===== src/rtl/jk_cmd_seq.sv =====
// jk_cmd_seq: paced command sequencer for a downstream JK flip-flop.
// Commands ({j,k}) are queued in a small FIFO. One command is issued to j/k on
// each cycle where step is high. q_model shadows the expected downstream q.
// Optional macro JK_FB_CHECK_EN enables a sticky compare of q_fb against
// q_model. Without the macro, err is tied low and q_fb is ignored.
//
// Handshake: a command transfers on a rising edge where cmd_valid and
// cmd_ready are both high. cmd_ready is a register that depends only on
// internal state, never on cmd_valid. Upstream may present or change cmd
// freely while cmd_valid is low.
module jk_cmd_seq #(
    parameter int DEPTH = 4
) (
    input  logic                   clk,
    input  logic                   rst,
    input  logic                   cmd_valid,
    input  logic [1:0]             cmd,
    output logic                   cmd_ready,
    input  logic                   step,
    output logic                   j,
    output logic                   k,
    input  logic                   q_fb,
    output logic                   q_model,
    output logic [$clog2(DEPTH):0] count,
    output logic                   err
);

    localparam int AW = $clog2(DEPTH);
    localparam int CW = AW + 1;
    localparam logic [CW-1:0] DEPTH_C = CW'(DEPTH);

    typedef enum logic {
        INIT = 1'b0,
        RUN  = 1'b1
    } state_t;

    state_t        state;
    state_t        state_next;
    logic [1:0]    mem [DEPTH];
    logic [AW-1:0] wr_ptr;
    logic [AW-1:0] rd_ptr;
    logic          push;
    logic          pop;
    logic [CW-1:0] count_next;
    logic [1:0]    jk_next;
    logic          chk_en;

    // Next-state, FIFO handshake decode and the next j/k drive.
    always_comb begin
        state_next = state;
        push       = 1'b0;
        pop        = 1'b0;
        jk_next    = 2'b00;
        count_next = count;
        case (state)
            INIT: begin
                // Force the downstream flop to a known 0 before real traffic.
                jk_next    = 2'b01;
                state_next = RUN;
            end
            RUN: begin
                push = cmd_valid && cmd_ready;
                pop  = step && (count != '0);
                if (pop) begin
                    jk_next = mem[rd_ptr];
                end
                case ({push, pop})
                    2'b10:   count_next = count + CW'(1);
                    2'b01:   count_next = count - CW'(1);
                    default: count_next = count;
                endcase
            end
            default: state_next = INIT;
        endcase
    end

    // State register, FIFO pointers/occupancy and registered outputs.
    always_ff @(posedge clk) begin
        if (rst) begin
            state     <= INIT;
            wr_ptr    <= '0;
            rd_ptr    <= '0;
            count     <= '0;
            j         <= 1'b0;
            k         <= 1'b0;
            cmd_ready <= 1'b0;
        end else begin
            state     <= state_next;
            count     <= count_next;
            j         <= jk_next[1];
            k         <= jk_next[0];
            // Registered ready: the post-edge value of (count < DEPTH) in RUN.
            cmd_ready <= (state_next == RUN) && (count_next < DEPTH_C);
            if (push) begin
                wr_ptr <= wr_ptr + AW'(1);
            end
            if (pop) begin
                rd_ptr <= rd_ptr + AW'(1);
            end
        end
    end

    // FIFO storage; contents need no reset since occupancy gates every read.
    always_ff @(posedge clk) begin
        if (push) begin
            mem[wr_ptr] <= cmd;
        end
    end

    // Shadow of the downstream JK flop, driven by the j/k currently presented.
    always_ff @(posedge clk) begin
        if (rst) begin
            q_model <= 1'b0;
        end else begin
            case ({j, k})
                2'b01:   q_model <= 1'b0;
                2'b10:   q_model <= 1'b1;
                2'b11:   q_model <= ~q_model;
                default: q_model <= q_model;
            endcase
        end
    end

    // Check-enable rises on the edge that applies the INIT reset command.
    always_ff @(posedge clk) begin
        if (rst) begin
            chk_en <= 1'b0;
        end else if (state == RUN) begin
            chk_en <= 1'b1;
        end
    end

`ifdef JK_FB_CHECK_EN
    // Sticky mismatch between returned q and the shadow model.
    always_ff @(posedge clk) begin
        if (rst) begin
            err <= 1'b0;
        end else if (chk_en && (q_fb != q_model)) begin
            err <= 1'b1;
        end
    end
`else
    logic unused_fb;
    assign unused_fb = q_fb ^ chk_en;
    assign err       = 1'b0;
`endif

endmodule


===== config.mk =====
export PLATFORM = sky130hd
export DESIGN_NAME = jk_cmd_seq
export DESIGN_NICKNAME = d
export VERILOG_FILES = /design/src/rtl/jk_cmd_seq.sv
export SDC_FILE = /design/constraint.sdc
export NUM_CORES = 1
export LEC_CHECK = 0
export ABC_AREA = 0
export ABC_CLOCK_PERIOD_IN_PS = 2100
export BUFFER_PORTS_ARGS = -buffer_cell sky130_fd_sc_hd__clkbuf_2
export CAP_MARGIN = 25
export CORE_ASPECT_RATIO = 1.2
export CORE_MARGIN = 8
export CORE_UTILIZATION = 40
export CTS_CLUSTER_DIAMETER = 100
export DETAILED_ROUTE_END_ITERATION = 8
export PLACE_DENSITY = 0.63
export SLEW_MARGIN = 15
export SYNTH_ARGS = -nofsm -noshare
export SYNTH_HDL_FRONTEND = slang
export SYNTH_SLANG_ARGS = --single-unit

===== constraint.sdc =====
create_clock -name clk -period 2.1 [get_ports clk]
set_input_delay 0.42 -clock clk [delete_from_list [all_inputs] [get_ports clk]]
set_output_delay 0.42 -clock clk [all_outputs]
set_load 0.02 [all_outputs]

# Word-level counts from Yosys, hierarchy flattened
# Memory sizes are Yosys's and may differ from the RTL's. A register that Yosys moved wholly into a read port is not among the register bits.
# Index checks and enable logic that the tools add are counted.
# classes
addsub	4
n_lt_le_gt_ge	1
n_eq_ne	5
n_mux	12
bitwise	2
n_reduce_logical	4
# ops
op	n
== test 2 bit, second input constant	3
two-way mux 2 bit	3
one-hot mux 3 bit (2 select lines)	1
nonzero test 3 bit	2
two-way mux 1 bit	5
adder 2 x 1 -> 2 bit, second input constant	2
== test 2 x 1 -> 1 bit, second input constant	2
one-hot mux 2 bit (2 select lines)	1
adder 3 x 1 -> 3 bit, second input constant	1
less-than comparator 3 bit, second input constant	1
two-way mux 3 bit	1
one-hot mux 1 bit (3 select lines)	1
subtractor 3 x 1 -> 3 bit, second input constant	1
logical AND 1 bit	2
inverter 1 bit	2
# totals
register_bits	12
ram_bits	8
elab_cells	37
n_memories	1
# mem_list
memory	words	width	read_ports	rd_clocked_by_memory_dff	wr	line	text
mem	4	2	1	1	1	39	logic [1:0] mem [DEPTH];

# Longest topological paths before layout
# logic_depth
ltp_word	6
ltp_mapped	6

# Least setup slack after synthesis
# No wires, ideal clock.
# synth_path
path_kind	register -> register
start	reg count[1]
end	reg cmd_ready
arrival_time_ns	1.960
slack_ns	0.025
path_stages_with_launch	7
period_less_slack_ns	2.075
cell_sequence	dfxtp_1 > o31a_1 > ha_1 > fa_1 > xnor2_1 > or3_1 > and3_1
# synth_via
elab_chain_cells	6
# synth_lines
item	line	text
from (decl)	24	output logic [$clog2(DEPTH):0] count,
from (signal assigned)	89	count <= count_next;
parallel branches: the longest is 4 deep, another holds subtractor 3 x 1 -> 3 bit	n/a	
two-way mux 3 bit (*)	55	case (state)
less-than comparator 3 bit (*)	93	cmd_ready <= (state_next == RUN) && (count_next < DEPTH_C);
to (signal assigned)	93	
to (decl)	18	output logic cmd_ready,
# Mark *: on every way between the ends.
# A chain may end at the register's enable or synchronous reset.

# Worst setup path in the final report
# Same ends and word-level chain as after synthesis.

==> metrics.log <==
[metrics] result of the run: completed
[metrics] fraction of layout cells with a size suffix above 1: 0.261
[metrics] ant diodes: 0
[metrics] final std cells w/o fill: 119
[metrics] wire length reported by the detailed router: 1400 µm
[metrics] CP Data Arrival Time: 2.22 ns
[metrics] Final Setup Violations: 0
[metrics] Clock transition at path regs: 0.11 ns
[metrics] final core area utilization: 0.468
[metrics] area of all placed cells without fillers: 1030 µm²
[metrics] # resized after CTS: 0
[metrics] Setup Crit Path Kind: register to register
[metrics] area share of fa/ha/maj cells after synthesis: 0.0914
[metrics] final hold violation count: 0
[metrics] count of hold buffers inserted by post-cts repair: 0
[metrics] Die Span X: 59.4 µm
[metrics] vias after detailed routing: 535
[metrics] Final period util: 0.956
[metrics] Row Count: 19
[metrics] total overflow reported by the global router: 0
[metrics] start point of the critical path: count[1]
[metrics] RSZ-0062 raised after global routing: false
[metrics] Slew Viols, Final: 0
[metrics] Post-Synth Simple-Gate Area: 0.112
[metrics] post-synthesis compound-gate area fraction: 0.0554
[metrics] number of clock buffers inserted by TritonCTS: 3
[metrics] Syn Std Cell Area: 903 µm²
[metrics] effective utilization at floorplan: 0.409
[metrics] initial antenna violation count: 0
[metrics] clock tree skew after final layout: 0.000960 ns
[metrics] max-cap violations: 0
[metrics] number of instances in the synthesized netlist: 72
[metrics] via count of the first global-routing pass: 520
[metrics] number of iterations in the first detailed-routing pass: 4
[metrics] Wirelength per Cell: 11.7 µm
[metrics] TritonCTS clock tree: done
[metrics] wire length of the first global-routing pass: 2310 µm
[metrics] share of the synthesized netlist area taken by xor and xnor gates: 0.0388
[metrics] CTS Buffer Depth: 2
[metrics] number of levels the H-tree was split into: 1
[metrics] quantity of I/O buffers inserted on ports: 12
[metrics] relative area change from synthesis to final layout: 14.5%
[metrics] Placed Area: 1010 µm²
[metrics] syn_nets: 85
[metrics] combinational family with the most area after synthesis: simple AND/OR/NAND/NOR gates
[metrics] pre-CTS setup slack: 0.0885 ns
[metrics] part of the Yosys area used for sequential elements: 0.576
[metrics] # nets final: 102
[metrics] height of the chip: 68.1 µm
[metrics] Warnings, synthesis: 0
[metrics] weighted congestion reported at the end of routability-driven placement: 0.786
[metrics] GRT Overall Usage: 0.0809
[metrics] final critical-path required period: 2.01 ns
[metrics] average cell area after synthesis: 12.5 µm²
[metrics] placed cells: 115
[metrics] reg2reg start: count[1]
[metrics] power density over cell area: 703 nW/µm²
[metrics] Die Outline Area: 4040 µm²
[metrics] highest net fanout along the worst path: 2
[metrics] Leakage Power: 0.415 nW
[metrics] Worst Slack Setup Final: 0.0927 ns
[metrics] Iter 0 DRT Violations: 4
[metrics] mux share of post-synthesis cell area: 0.0831
[metrics] worst ir drop on vdd: 450 µV
[metrics] total power: 0.727 mW
[metrics] Boundary Pins: 15
[metrics] Critical Path Sink Type: register
[metrics] pin count of the biggest net entering global routing: 13
[metrics] filler instances: 228
[metrics] number of flip-flops and latches in the synthesized netlist: 22
[metrics] count of clock tree sinks: 22
[metrics] startpoint of the worst hold path: cmd[1]
[metrics] Post-CTS Setup Inserts: 0
[metrics] root buf cell: clkbuf_4
[metrics] Post-Route Setup TNS: 0 ns
[metrics] Via density: 4.50
[metrics] Max Freq: 498 MHz
[metrics] area of the placeable core: 2210 µm²
[metrics] half-perimeter wire length after placement: 1090 µm
[metrics] antenna-violating nets left: 0
[metrics] worst hold-check slack: 0.331 ns
[metrics] insertion delay of the later-clocked pin in the worst-skew pair: 0.30 ns
[metrics] required arrival time at the worst endpoint: 2.31 ns
[metrics] post-synthesis cell type count: 25
[metrics] DRC errors left: 0
[metrics] worst hold path type: input pin to register
[metrics] Critical Path Source Type: register
[placed cells by master (no fill, tap or decap)]
| cell | instances |
|---|---|
| and2_1 | 4 |
| edfxtp_1 | 8 |
| inv_1 | 5 |
| and3_1 | 1 |
| dfxtp_1 | 14 |
| clkbuf_2 | 12 |
| or3_1 | 2 |
| nand2b_2 | 1 |
| and3_2 | 1 |
| mux2i_1 | 3 |
| clkinv_1 | 1 |
| nor3b_1 | 1 |
| nor2_1 | 7 |
| fa_1 | 1 |
| a21oi_1 | 3 |
| ha_1 | 5 |
| o31a_1 | 1 |
| buf_4 | 3 |
| conb_1 | 1 |
| o311ai_2 | 1 |
| xnor2_1 | 3 |
| xor2_1 | 1 |
| mux4_2 | 2 |
| nand2_1 | 2 |
| o21ai_0 | 2 |
| clkbuf_4 | 3 |
[Yosys cell counts]
cell type,number,area share
o311ai_2,1,0.018
xnor2_1,3,0.029
o31a_1,1,0.0097
and3_2,1,0.0083
conb_1,1,0.0042
and2_1,4,0.028
nor2_1,7,0.029
and3_1,1,0.0069
nand2b_2,1,0.0097
ha_1,5,0.069
buf_4,1,0.0083
a21oi_1,3,0.017
fa_1,1,0.022
mux2i_1,3,0.033
nor3b_1,1,0.0083
dfxtp_1,14,0.31
clkbuf_1,1,0.0042
nand2_1,2,0.0083
xor2_1,1,0.0097
edfxtp_1,8,0.27
buf_2,1,0.0055
inv_1,5,0.021
mux4_2,2,0.050
o21ai_0,2,0.011
or3_1,2,0.014
[layout make-up]
| class | count | area [µm²] | share of cell area |
|---|---|---|---|
| flip-flops and latches | 22 | 520 | 0.503 |
| clock inverters | 1 | 3.75 | 0.00363 |
| well taps | 31 | 38.8 | 0.0375 |
| inverters | 5 | 18.8 | 0.0181 |
| repair buffers | 15 | 82.6 | 0.0798 |
| clock buffers | 3 | 22.5 | 0.0218 |
| multi-input cells | 42 | 348 | 0.336 |
[power by group]
| part | internal, mW | switching, mW |
|---|---|---|
| logic | 0.0334 | 0.0421 |
| clock network | 0.0693 | 0.120 |
| registers | 0.454 | 0.00880 |
[cells by family after synthesis]
group	Yosys count
other	1
adder cells (fa/ha/maj)	6
buffers and inverters	8
AO/OA/AOI/OAI	7
XOR/XNOR	4
AND/OR/NAND/NOR	19
flip-flops	22
multiplexers	5
[path summary, 6_finish.rpt]
path          endpoint  slack (ns)  depth (start not counted)
max          cmd_ready        0.09                          6
min reg2reg   register        0.51                          2
max reg2reg  cmd_ready        0.09                          6
min          mem[2][1]        0.33                          1
[worst max-delay path, cell delays in order (launching register included)]
cell	delay, ns
dfxtp_1	0.34
o31a_1	0.31
ha_1	0.24
fa_1	0.38
xnor2_1	0.14
or3_1	0.32
and3_1	0.18
[layer usage]
layer	global-route usage	vias to the layer above	wire length (µm)
li1	-	274	-
met1	0.0798	249	570
met2	0.131	8	710
met3	0.0244	4	60
met4	0.0808	0	56
met5	0	-	0
Power figures use the tool's default switching activity.
